## src/rtl/replica_exchange_seq_if.sv

```systemverilog
// Bundle between the replica-exchange sequencer and its surroundings: run control in,
// exp-unit and replica_d command strobes out.
interface replica_exchange_seq_if #(
    parameter int ITER_W = 16
);
    // Handshake: start is a 1-cycle request with no ready. It is taken only while the
    // sequencer is idle (busy low) and abort is low; a start at any other time is dropped.
    logic              start;
    logic              abort;
    logic [ITER_W-1:0] iter_num;
    logic [16:0]       recip_cfg;
    logic              ordering_req;

    logic              busy;
    logic              done;
    logic              opt_run;
    logic [1:0]        opt_com;
    logic              exchange_phase;
    logic              exchange_shift_d;
    logic              ordering_ack;
    logic              exp_init;
    logic              exp_run;
    logic              exp_fin;
    logic [16:0]       exp_recip;

    modport master (
        output start, abort, iter_num, recip_cfg, ordering_req,
        input  busy, done, opt_run, opt_com, exchange_phase, exchange_shift_d,
               ordering_ack, exp_init, exp_run, exp_fin, exp_recip
    );

    modport slave (
        input  start, abort, iter_num, recip_cfg, ordering_req,
        output busy, done, opt_run, opt_com, exchange_phase, exchange_shift_d,
               ordering_ack, exp_init, exp_run, exp_fin, exp_recip
    );
endinterface

```

## src/rtl/replica_exchange_seq.sv

```systemverilog
// Replica-exchange phase sequencer: steps the exp unit, issues OR1/TWO commands to the
// replica_d chain and optionally runs an ordering shift burst after each iteration.
module replica_exchange_seq #(
    parameter int REPLICA_NUM = 32,
    parameter int EXP_CYCLES  = 16,
    parameter int ITER_W      = 16
) (
    input  logic                         clk,
    input  logic                         reset,
    replica_exchange_seq_if.slave        bus,
    output logic [3:0]                   dbg_state_o
);

    localparam logic [1:0] COM_NOP = 2'd0;
    localparam logic [1:0] COM_OR1 = 2'd1;
    localparam logic [1:0] COM_TWO = 2'd2;

    // One down-counter serves both the exp run window and the shift burst.
    localparam int CNT_MAX = (REPLICA_NUM > EXP_CYCLES) ? REPLICA_NUM : EXP_CYCLES;
    localparam int CNT_W   = $clog2(CNT_MAX + 1);
    localparam logic [CNT_W-1:0] RUN_LOAD   = CNT_W'(EXP_CYCLES - 1);
    localparam logic [CNT_W-1:0] SHIFT_LOAD = CNT_W'(REPLICA_NUM - 1);

    typedef enum logic [3:0] {
        S_IDLE    = 4'd0,
        S_INIT    = 4'd1,
        S_RUN     = 4'd2,
        S_FIN     = 4'd3,
        S_TEST    = 4'd4,
        S_RESOLVE = 4'd5,
        S_APPLY   = 4'd6,
        S_SHIFT   = 4'd7,
        S_DONE    = 4'd8
    } state_t;

    state_t            state_q, state_d;
    logic [CNT_W-1:0]  cnt_q, cnt_d;
    logic [ITER_W-1:0] iter_cnt_q, iter_cnt_d;
    logic [ITER_W-1:0] iter_num_q, iter_num_d;
    logic [16:0]       recip_q, recip_d;
    logic              phase_q, phase_d;
    logic              last_iter;

    logic              busy_q, done_q, opt_run_q, shift_q, ack_q;
    logic              exp_init_q, exp_run_q, exp_fin_q;
    logic [1:0]        opt_com_q;

    assign last_iter = (iter_cnt_q == (iter_num_q - ITER_W'(1)));

    always_comb begin
        state_d    = state_q;
        cnt_d      = cnt_q;
        iter_cnt_d = iter_cnt_q;
        iter_num_d = iter_num_q;
        recip_d    = recip_q;
        phase_d    = phase_q;

        unique case (state_q)
            S_IDLE: begin
                if (bus.start && !bus.abort) begin
                    iter_num_d = bus.iter_num;
                    recip_d    = bus.recip_cfg;
                    iter_cnt_d = '0;
                    phase_d    = 1'b0;
                    state_d    = (bus.iter_num == '0) ? S_DONE : S_INIT;
                end
            end
            S_INIT: begin
                state_d = S_RUN;
                cnt_d   = RUN_LOAD;
            end
            S_RUN: begin
                if (cnt_q == '0) state_d = S_FIN;
                else             cnt_d   = cnt_q - CNT_W'(1);
            end
            S_FIN:     state_d = S_TEST;
            S_TEST:    state_d = S_RESOLVE;
            S_RESOLVE: state_d = S_APPLY;
            S_APPLY, S_SHIFT: begin
                if (state_q == S_APPLY && bus.ordering_req) begin
                    state_d = S_SHIFT;
                    cnt_d   = SHIFT_LOAD;
                end else if (state_q == S_SHIFT && cnt_q != '0) begin
                    cnt_d = cnt_q - CNT_W'(1);
                end else if (last_iter) begin
                    state_d = S_DONE;
                end else begin
                    iter_cnt_d = iter_cnt_q + ITER_W'(1);
                    phase_d    = ~phase_q;
                    state_d    = S_INIT;
                end
            end
            S_DONE:  state_d = S_IDLE;
            default: state_d = S_IDLE;
        endcase

        // abort overrides every transition out of a non-idle state
        if (bus.abort && state_q != S_IDLE) state_d = S_IDLE;
    end

    // Strobes are decoded from the next state so they are valid in the entry cycle.
    always_ff @(posedge clk or negedge reset) begin
        if (!reset) begin
            state_q    <= S_IDLE;
            cnt_q      <= '0;
            iter_cnt_q <= '0;
            iter_num_q <= '0;
            recip_q    <= '0;
            phase_q    <= 1'b0;
            busy_q     <= 1'b0;
            done_q     <= 1'b0;
            opt_run_q  <= 1'b0;
            opt_com_q  <= COM_NOP;
            shift_q    <= 1'b0;
            ack_q      <= 1'b0;
            exp_init_q <= 1'b0;
            exp_run_q  <= 1'b0;
            exp_fin_q  <= 1'b0;
        end else begin
            state_q    <= state_d;
            cnt_q      <= cnt_d;
            iter_cnt_q <= iter_cnt_d;
            iter_num_q <= iter_num_d;
            recip_q    <= recip_d;
            phase_q    <= phase_d;
            busy_q     <= (state_d != S_IDLE);
            done_q     <= (state_d == S_DONE);
            opt_run_q  <= (state_d == S_TEST) || (state_d == S_RESOLVE);
            opt_com_q  <= (state_d == S_TEST)    ? COM_OR1 :
                          (state_d == S_RESOLVE) ? COM_TWO : COM_NOP;
            shift_q    <= (state_d == S_SHIFT);
            ack_q      <= (state_d == S_SHIFT) && (cnt_d == '0);
            exp_init_q <= (state_d == S_INIT);
            exp_run_q  <= (state_d == S_RUN);
            exp_fin_q  <= (state_d == S_FIN);
        end
    end

    assign bus.busy             = busy_q;
    assign bus.done             = done_q;
    assign bus.opt_run          = opt_run_q;
    assign bus.opt_com          = opt_com_q;
    assign bus.exchange_phase   = phase_q;
    assign bus.exchange_shift_d = shift_q;
    assign bus.ordering_ack     = ack_q;
    assign bus.exp_init         = exp_init_q;
    assign bus.exp_run          = exp_run_q;
    assign bus.exp_fin          = exp_fin_q;
    assign bus.exp_recip        = recip_q;
    assign dbg_state_o          = state_q;

endmodule

```

## src/flat_wrapper.sv

```systemverilog
// flat-port wrapper written by rule: the top's interface ports become plain ports
module replica_exchange_seq_flat 
#(
    parameter int REPLICA_NUM = 32,
    parameter int EXP_CYCLES  = 16,
    parameter int ITER_W      = 16
)
  (clk, reset, dbg_state_o, bus_start, bus_abort, bus_iter_num, bus_recip_cfg, bus_ordering_req, bus_busy, bus_done, bus_opt_run, bus_opt_com, bus_exchange_phase, bus_exchange_shift_d, bus_ordering_ack, bus_exp_init, bus_exp_run, bus_exp_fin, bus_exp_recip);
  replica_exchange_seq_if #(.ITER_W(ITER_W)) bus_i ();
  input  logic clk;
  input  logic reset;
  output logic [3:0] dbg_state_o;
  input wire logic [$bits(bus_i.start)-1:0] bus_start;
  input wire logic [$bits(bus_i.abort)-1:0] bus_abort;
  input wire logic [$bits(bus_i.iter_num)-1:0] bus_iter_num;
  input wire logic [$bits(bus_i.recip_cfg)-1:0] bus_recip_cfg;
  input wire logic [$bits(bus_i.ordering_req)-1:0] bus_ordering_req;
  output wire logic [$bits(bus_i.busy)-1:0] bus_busy;
  output wire logic [$bits(bus_i.done)-1:0] bus_done;
  output wire logic [$bits(bus_i.opt_run)-1:0] bus_opt_run;
  output wire logic [$bits(bus_i.opt_com)-1:0] bus_opt_com;
  output wire logic [$bits(bus_i.exchange_phase)-1:0] bus_exchange_phase;
  output wire logic [$bits(bus_i.exchange_shift_d)-1:0] bus_exchange_shift_d;
  output wire logic [$bits(bus_i.ordering_ack)-1:0] bus_ordering_ack;
  output wire logic [$bits(bus_i.exp_init)-1:0] bus_exp_init;
  output wire logic [$bits(bus_i.exp_run)-1:0] bus_exp_run;
  output wire logic [$bits(bus_i.exp_fin)-1:0] bus_exp_fin;
  output wire logic [$bits(bus_i.exp_recip)-1:0] bus_exp_recip;
  assign bus_i.start = bus_start;
  assign bus_i.abort = bus_abort;
  assign bus_i.iter_num = bus_iter_num;
  assign bus_i.recip_cfg = bus_recip_cfg;
  assign bus_i.ordering_req = bus_ordering_req;
  assign bus_busy = bus_i.busy;
  assign bus_done = bus_i.done;
  assign bus_opt_run = bus_i.opt_run;
  assign bus_opt_com = bus_i.opt_com;
  assign bus_exchange_phase = bus_i.exchange_phase;
  assign bus_exchange_shift_d = bus_i.exchange_shift_d;
  assign bus_ordering_ack = bus_i.ordering_ack;
  assign bus_exp_init = bus_i.exp_init;
  assign bus_exp_run = bus_i.exp_run;
  assign bus_exp_fin = bus_i.exp_fin;
  assign bus_exp_recip = bus_i.exp_recip;
  replica_exchange_seq #(.REPLICA_NUM(REPLICA_NUM), .EXP_CYCLES(EXP_CYCLES), .ITER_W(ITER_W)) u_core (.clk(clk), .reset(reset), .bus(bus_i), .dbg_state_o(dbg_state_o));
endmodule
```

## config.mk

```make
export PLATFORM = sky130hd
export DESIGN_NAME = replica_exchange_seq_flat
export DESIGN_NICKNAME = d
export VERILOG_FILES = /design/src/rtl/replica_exchange_seq_if.sv /design/src/rtl/replica_exchange_seq.sv /design/src/flat_wrapper.sv
export SDC_FILE = /design/constraint.sdc
export NUM_CORES = 1
export LEC_CHECK = 0
export ABC_AREA = 0
export CAP_MARGIN = 25
export CORE_MARGIN = 3
export CORE_UTILIZATION = 35
export CTS_CLUSTER_DIAMETER = 30
export CTS_CLUSTER_SIZE = 16
export DETAILED_ROUTE_END_ITERATION = 16
export GPL_TIMING_DRIVEN = 0
export PLACE_DENSITY = 0.63
export SLEW_MARGIN = 20
export SYNTH_ARGS = -nofsm -noshare
export SYNTH_HDL_FRONTEND = slang
export SYNTH_SLANG_ARGS = --single-unit
```

## constraint.sdc

```tcl
create_clock -name clk -period 3.75 [get_ports clk]
set_input_delay 0.75 -clock clk [delete_from_list [all_inputs] [get_ports clk]]
set_output_delay 0.75 -clock clk [all_outputs]
set_load 0.01 [all_outputs]
```

# Word level (Yosys, flattened, before mapping)
# Index checks and enable logic that the tools add are counted.
dict set report word_totals {
  out_inout_bits 32
  word_cells 80
  regBits 70
  inputBits 38
}
dict set report classes {
  n_reduce_logical 18
  n_eq_ne 19
  n_addsub 3
  bitwise_logic 1
  n_mux 24
}
# operator count
set ops {}
lappend ops {{2-to-1 mux 16 bit} 4}
lappend ops {{one-hot mux 16 bit (2 select lines)} 1}
lappend ops {{== test 4 x 3 -> 1 bit, second input constant} 7}
lappend ops {{2-to-1 mux 4 bit} 7}
lappend ops {{one-hot mux 4 bit (7 select lines)} 1}
lappend ops {{2-to-1 mux 6 bit} 3}
lappend ops {{one-hot mux 6 bit (3 select lines)} 1}
lappend ops {{adder 16 x 1 -> 16 bit, second input constant} 1}
lappend ops {{== test 16 bit} 1}
lappend ops {{== test 4 x 2 -> 1 bit, second input constant} 4}
lappend ops {{logical NOT 16 bit} 1}
lappend ops {{subtractor 16 x 1 -> 16 bit, second input constant} 1}
lappend ops {{logical NOT 6 bit} 2}
lappend ops {{== test 4 x 1 -> 1 bit, second input constant} 2}
lappend ops {{nonzero test 4 bit} 2}
lappend ops {{!= test 2 bit, second input constant} 3}
lappend ops {{nonzero test 6 bit} 1}
lappend ops {{subtractor 6 x 1 -> 6 bit, second input constant} 1}
lappend ops {{logical AND 1 bit} 5}
lappend ops {{AND reduction 5 bit} 1}
lappend ops {{== test 4 bit, second input constant} 1}
lappend ops {{logical NOT 4 bit} 1}
lappend ops {{2-to-1 mux 1 bit} 4}
lappend ops {{2-to-1 mux 2 bit} 2}
lappend ops {{8 further kinds} 8}

# Depth between registers and ports, before layout
# Gate-level depths: netlist (run 1).
dict set report logic_depth {
  word_depth 10
  depth_mapped 11
  mapped_depth_nobuf 9
}

# Worst setup path before layout (run 1)
# Ideal clock, no wire load.
dict set report synth_path {
  kind {register -> register}
  start {register u_core.iter_num_q[2]}
  end {register u_core.busy_q (netlist: u_core.bus.busy)}
  period_less_slack_ns 2.804
  path_slack_ns 0.946
  t_arrival_ns 2.666
  required_ns 3.611
  n_path_buf 1
  path_stages_with_launch 9
  setup_time_ns 0.139
  path_cell_list {dfrtp_1 buf_6 or4_4 or4_4 a21oi_2 o21ba_2 nand4_2 o311ai_4 or4b_1}
}
dict set report synth_via {
  elab_chain_len 8
}
# element line_no
set synth_lines {}
lappend synth_lines {{start, declared} replica_exchange_seq.sv:39} ;# logic [ITER_W-1:0] iter_num_q, iter_num_d;
lappend synth_lines {{start signal, assigned} replica_exchange_seq.sv:123} ;# iter_num_q <= iter_num_d;
lappend synth_lines {{subtractor 16 x 1 -> 16 bit} replica_exchange_seq.sv:48} ;# assign last_iter = (iter_cnt_q == (iter_num_q - ITER_W'(1)));
lappend synth_lines {{== test 16 bit} replica_exchange_seq.sv:48}
lappend synth_lines {{2-to-1 mux 4 bit} replica_exchange_seq.sv:85} ;# end else if (last_iter) begin
lappend synth_lines {{2-to-1 mux 4 bit} replica_exchange_seq.sv:83} ;# end else if (state_q == S_SHIFT && cnt_q != '0) begin
lappend synth_lines {{2-to-1 mux 4 bit} replica_exchange_seq.sv:80} ;# if (state_q == S_APPLY && bus.ordering_req) begin
lappend synth_lines {{one-hot mux 4 bit (7 select lines)} replica_exchange_seq.sv:58} ;# unique case (state_q)
lappend synth_lines {{2-to-1 mux 4 bit} replica_exchange_seq.sv:98} ;# if (bus.abort && state_q != S_IDLE) state_d = S_IDLE;
lappend synth_lines {{nonzero test 4 bit} replica_exchange_seq.sv:126} ;# busy_q <= (state_d != S_IDLE);
lappend synth_lines {{end signal, assigned} replica_exchange_seq.sv:126}
lappend synth_lines {{end, declared} replica_exchange_seq.sv:44} ;# logic busy_q, done_q, opt_run_q, shift_q, ack_q;
# Every way passes these cells.
# A chain may end at the register's enable or synchronous reset.

# Worst setup path in the final report (run 1)
# Same ends and word-level chain as after synthesis.

==> impl_metrics.py, run 1 <==
metrics = {
    "place": {
        "dpl.hpwl_um": 7730,
        "dp_cells": 657,
        "portBuffers": 69,
        "place_congestion": 0.858,
        "postPlaceCellArea_um2": 4750,
    },
    "power": {
        "leakagePower_uw": 0.00215,
        "finalPower_uw": 2530,
        "p_per_area_nw_per_um2": 510,
        "irDropWorstVdd_mv": 0.250,
    },
    "floorplan": {
        "die_w_um": 111,
        "ios": 70,
        "die_area_um2": 12400,
        "core_um2": 10600,
        "die_h_um": 111,
        "row_count": 37,
        "initial_core_util_pct": 36.7,
    },
    "timing": {
        "period_needed_ns": 3.27,
        "finalHoldViolations": 0,
        "rsz0062_at_grt": "false",
        "finClkSkew_ns": 0.0128,
        "tightest_slew_ns": 0.682,
        "finalCritPeriodShare_pct": 87.2,
        "fmax_ghz": 0.306,
        "relSlewSlack_pct": 54.1,
        "setup_viol": 0,
        "drv_slew": 0,
    },
    "setup_path": {
        "worstPathRequired_ns": 3.96,
        "cp-start-kind": "flop",
        "cp_max_fo": 9,
        "crit_arrival_ns": 3.48,
        "slowest_delay_ns": 0.63,
        "path_class": "flop to flop",
        "crit_family": "simple AND/OR/NAND/NOR gates",
        "crit_buf_inv": 1,
        "endpoint_kind": "flop",
        "path_cells": "buf_6 > nor4_2 > nand4b_1 > or4_1 > nand3_1 > nand4_2 > o311ai_4 > or4b_1",
        "slowest_stage": "nor4_2",
    },
    "routing": {
        "wl_per_cell_um": 15.2,
        "drtAntennaViolNets": 0,
        "routed_wl_um": 10200,
        "viasPerCell": 5.22,
        "drtIter0Drc": 140,
        "dr.max_layer_used": "met4",
        "drc_errors": 0,
        "drtPass1Iterations": 4,
        "vias": 3510,
        "wl_met2_um": 4970,
        "route.met3.wl_um": 477,
        "met1Wirelength_um": 4670,
    },
    "job": {
        "cap_violations": 0,
    },
    "logic_synthesis": {
        "synth.yosys.seq_area_share_pct": 45.2,
        "synth_cells": 451,
        "netlist.area_leader.share_pct": 45.2,
        "synth_nets": 493,
        "yosys_warnings": 0,
        "ys_ff_latch": 70,
        "syn_area_um2": 3880,
        "synth_cell_types": 65,
        "async_flop_share_pct": 100,
        "syn_avg_cell_area_um2": 8.59,
        "synth_area_leaders": "dfrtp_1 45%, nand2_1 11%, xnor2_1 3.2%",
        "yosysTopAreaCell": "dfrtp_1",
        "synth_edf_count": 0,
        "synth-main-ff-cell": "dfrtp_1",
    },
    "cells_and_area": {
        "most-common-layout-cells": "113 x nand2_1, 70 x dfrtp_1, 68 x clkdlybuf4s50_1",
        "final_cell_count_no_fill": 673,
        "final_nets": 574,
        "n_antenna_cell": 0,
        "syn2layout_area_growth_pct": 27.8,
        "fill_cells": 1044,
        "final_common_cell": "nand2_1",
        "fin_area_um2": 4950,
        "layout-drive-gt1-share_pct": 7.26,
    },
    "grt": {
        "grt_pass1_vias": 3569,
        "grt_overflow": 0,
        "grt_pass1_wl_um": 17400,
        "grt_max_degree": 42,
        "grt_use_total_pct": 17.1,
        "antenna_found_initial": 0,
    },
    "clock_network": {
        "root_buffer": "clkbuf_8",
        "cts_resized": 0,
        "h-tree-depth": 3,
        "cts_max_path_buffers": 2,
        "cts_tree": "yes",
        "cts-buffers-inserted": 9,
        "postCtsSetupBuffers": 0,
        "hold_buffers": 0,
        "clk_pin_slew_ns": 0.09,
        "clock_latency_ns": 0.35,
        "clock-sinks": 70,
    },
    "hold_path": {
        "hold_path_class": "input port to asynchronous set/reset pin",
    },
    "status": {
        "status": "completed",
    },
}
flip-flops by register name, summed over array words and instances (netlist names), 2 cells and up:
name,flops
u_core.bus.exp_recip,17
u_core.iter_cnt_q,16
u_core.iter_num_q,16
u_core.cnt_q,6
u_core.dbg_state_o,4
u_core.bus.opt_com,2
power by group:
part / total [uW] / internal, uW / switching, uW
combinational: 864 / 414 / 449
clock: 618 / 308 / 310
sequential: 1050 / 904 / 143
kinds of logic (layout without fill, tap and decap cells):
group	Yosys count	in the layout	synth area share [%]
fa+ha+maj	4	4	1.29
simple gates	241	241	30.9
flops	70	70	45.2
buf+inv	35	121	3.91
mux	1	1	0.258
xor+xnor	22	22	4.97
compound gates	78	78	13.5
layout make-up:
cell class	count	area, um^2	share of cell area, %
clock buffers	9	124	2.50
inverters	14	52.6	1.06
well taps	136	170	3.44
repair buffers	70	708	14.3
clock inverters	7	75.1	1.52
flip-flops and latches	70	1750	35.4
multi-input cells	346	1970	39.8
plain buffers	21	98.8	2.00
final timing paths:
check                                         from                      end  slack [ns]  cells past startpoint
min in group clk           u_core.bus.exp_recip[5]  u_core.bus.exp_recip[5]        0.48                      2
max in group asynchronous                    reset    u_core.iter_cnt_q[14]        2.86                      2
setup reg to reg              u_core.iter_num_q[2]          u_core.bus.busy        0.48                      8
hold / removal                               reset     u_core.iter_cnt_q[6]        0.33                      1
setup / recovery              u_core.iter_num_q[2]          u_core.bus.busy        0.48                      8
hold reg to reg            u_core.bus.exp_recip[5]  u_core.bus.exp_recip[5]        0.48                      2
metal layers:
metal	vias to the layer above	GRT usage [%]
met3	7	3.71
li1	1746	-
met4	0	5.03
met5	-	0
met2	73	28.5
met1	1684	22.3
stage by stage:
step / hold slack [ns] / util (%) / TNS, ns / setup WS (ns)
after floorplan: 0.454 / - / 0 / 0.946
after global placement: 0.460 / 44.9 / -34.14 / -0.492
after detailed placement: 0.461 / 45.0 / 0 / 0.257
after CTS: 0.329 / 46.9 / 0 / 0.488
after global routing: 0.347 / 46.9 / 0 / 0.224
final: 0.328 / 46.9 / 0 / 0.479
cell usage after synthesis (all sizes together), types with 3 or more instances:
master,count
a21oi,25
a32o,3
and2,4
and3,7
buf,8
clkbuf,13
dfrtp,70
ha,4
inv,14
nand2,113
nand2b,5
nand3,14
nand4,9
nand4b,3
nor2,26
nor2b,7
nor3,10
nor4,10
o21ai,20
o31ai,5
or2,3
or3,12
or4,10
xnor2,14
xor2,8
Note: power is estimated with default switching activity, not from simulation.
==> inputs of run 2 (changes only) <==
--- a/config.mk
+++ b/config.mk
@@ -14,7 +14,6 @@
 export DETAILED_ROUTE_END_ITERATION = 16
 export GPL_TIMING_DRIVEN = 0
 export PLACE_DENSITY = 0.63
-export SLEW_MARGIN = 20
 export SYNTH_ARGS = -nofsm -noshare
 export SYNTH_HDL_FRONTEND = slang
 export SYNTH_SLANG_ARGS = --single-unit
==> run 2 against run 1 <==
Critical path depth stayed put. Die area stayed put. Clock power is 4.4% higher. Sequential share of layout area is 0.063 points higher. Wire length is 0.60% higher. Worst setup slack better by 0.028 ns. Global-route usage is 0.33 points higher. Final cell count is 0.15% lower. Register-to-register slack better by 0.03 ns. Utilization is 0.083 points lower. Combinational power is 0.5% lower. Sequential power hardly changed.
==> impl_metrics.py, run 2 (synthesis results as in run 1) <==
metrics = {
    "status": {
        "status": "completed",
    },
    "setup_path": {
        "reg2reg_setup_slack_ns": 0.51,
        "cp_max_fo": 9,
        "r2r-end": "u_core.bus.busy",
        "cp-startpoint": "u_core.iter_num_q[2]",
        "reg2reg_depth": 8,
        "endpoint_kind": "flop",
        "r2r_start": "u_core.iter_num_q[2]",
        "crit_arrival_ns": 3.47,
        "path_class": "flop to flop",
        "cp-start-kind": "flop",
        "worstPathRequired_ns": 3.98,
    },
    "cells_and_area": {
        "n_antenna_cell": 0,
        "final_cell_count_no_fill": 672,
        "final_common_cell": "nand2_1",
        "syn2layout_area_growth_pct": 27.6,
        "fill_cells": 1052,
        "largest_reg_flops": 17,
        "layout-drive-gt1-share_pct": 6.90,
        "most-common-layout-cells": "113 x nand2_1, 70 x dfrtp_1, 68 x clkdlybuf4s50_1",
        "fin_area_um2": 4940,
        "final_nets": 573,
    },
    "grt": {
        "antenna_found_initial": 0,
        "grt_use_total_pct": 17.4,
        "grt_max_degree": 71,
        "grt_overflow": 0,
        "grt_pass1_vias": 3676,
        "grt_pass1_wl_um": 17700,
    },
    "place": {
        "dp_cells": 656,
        "place_congestion": 0.858,
        "dpl.hpwl_um": 7650,
        "postPlaceCellArea_um2": 4730,
        "portBuffers": 69,
    },
    "hold_path": {
        "hold_path_class": "flop to flop",
        "hold_path_depth": 1,
        "min-delay-start": "u_core.bus.exchange_phase",
        "whs_endpoint": "u_core.bus.exchange_phase",
    },
    "power": {
        "clockPowerShare_pct": 25.3,
        "irDropWorstVdd_mv": 0.223,
        "leakagePower_uw": 0.00215,
        "switchingPower_uw": 892,
        "internal_power_uw": 1660,
        "power_frac_seq_pct": 41.1,
        "p_per_area_nw_per_um2": 517,
        "combPwrFrac_pct": 33.7,
        "power.share.switching_pct": 34.9,
    },
    "routing": {
        "vias": 3550,
        "drtIter0Drc": 172,
        "drtPass1Iterations": 5,
        "routed_wl_um": 10300,
        "viasPerCell": 5.28,
        "drc_errors": 0,
        "drtAntennaViolNets": 0,
        "wl_per_cell_um": 15.3,
    },
    "timing": {
        "relSlewSlack_pct": 41.3,
        "whs_ns": 0.472,
        "finalCritPeriodShare_pct": 86.5,
        "period_needed_ns": 3.24,
        "drv_slew": 0,
        "finalHoldViolations": 0,
        "setup_viol": 0,
        "fmax_ghz": 0.308,
        "rsz0062_at_grt": "false",
        "finClkSkew_ns": 0.00621,
        "tightest_slew_ns": 0.881,
    },
    "clock_network": {
        "cts_tree": "yes",
        "root_buffer": "clkbuf_8",
        "cts_resized": 0,
        "cts-buffers-inserted": 9,
        "clk_pin_slew_ns": 0.07,
        "postCtsSetupBuffers": 0,
        "clock-sinks": 70,
        "clock_latency_ns": 0.35,
        "hold_buffers": 0,
        "cts_max_path_buffers": 2,
        "h-tree-depth": 3,
    },
    "floorplan": {
        "initial_core_util_pct": 36.7,
        "die_area_um2": 12400,
        "ios": 70,
        "die_h_um": 111,
        "row_count": 37,
        "die_w_um": 111,
        "core_um2": 10600,
    },
    "job": {
        "cap_violations": 0,
    },
}
run 2: final cells by class:
cell class | count | area, um^2 | area share, %
clock inverter | 4 | 55.1 | 1.11
buffer | 21 | 98.8 | 2.00
clock buffer | 12 | 155 | 3.14
tap | 136 | 170 | 3.44
inverter | 14 | 52.6 | 1.06
multi-input combinational | 346 | 1970 | 39.9
timing repair buffer | 69 | 688 | 13.9
sequential | 70 | 1750 | 35.4
run 2: power by group through the flow:
| stage | Sequential, uW | Clock [uW] | Combinational [uW] |
|---|---|---|---|
| global placement | 1060 | 0 | 839 |
| finish | 1050 | 645 | 860 |
| floorplan | 1070 | 0 | 505 |
| global route | 1080 | 697 | 963 |
| detailed placement | 1060 | 0 | 865 |
| CTS | 1050 | 668 | 870 |
run 2: layer usage:
layer	GRT usage (%)	share of wire [%]	up-vias	routed length (um)
li1	-	-	1747	-
met1	21.7	44	1719	4490
met2	28.9	49	66	5020
met3	4.20	4.9	18	507
met4	7.30	2.6	0	268
met5	0	0	-	0
run 2: how the worst max path moves through the flow:
stage	to	cells past startpoint
finish	u_core.bus.busy	8
global route	u_core.bus.busy	8
CTS	u_core.bus.busy	8
detailed placement	u_core.bus.busy	7
global placement	u_core.cnt_q[5]	1
floorplan	u_core.bus.busy	8
run 2: through the flow:
step / setup WS, ns / setup TNS, ns / utilization, % / total power [uW]
after floorplan: 0.946 / 0 / - / 1570
after global placement: -0.492 / -34.14 / 44.9 / 1900
after detailed placement: 0.187 / 0 / 44.9 / 1930
after CTS: 0.506 / 0 / 46.8 / 2590
after global routing: 0.221 / 0 / 46.8 / 2740
final: 0.508 / 0 / 46.8 / 2550
run 2: worst max-delay path, stage by stage, from the launching register on:
cell and delay [ns]:
dfrtp_1 0.37, buf_6 0.13, nor4_2 0.64, nand4b_1 0.28
or4_1 0.52, nand3_1 0.15, nand4_2 0.17, o311ai_4 0.39
or4b_1 0.47
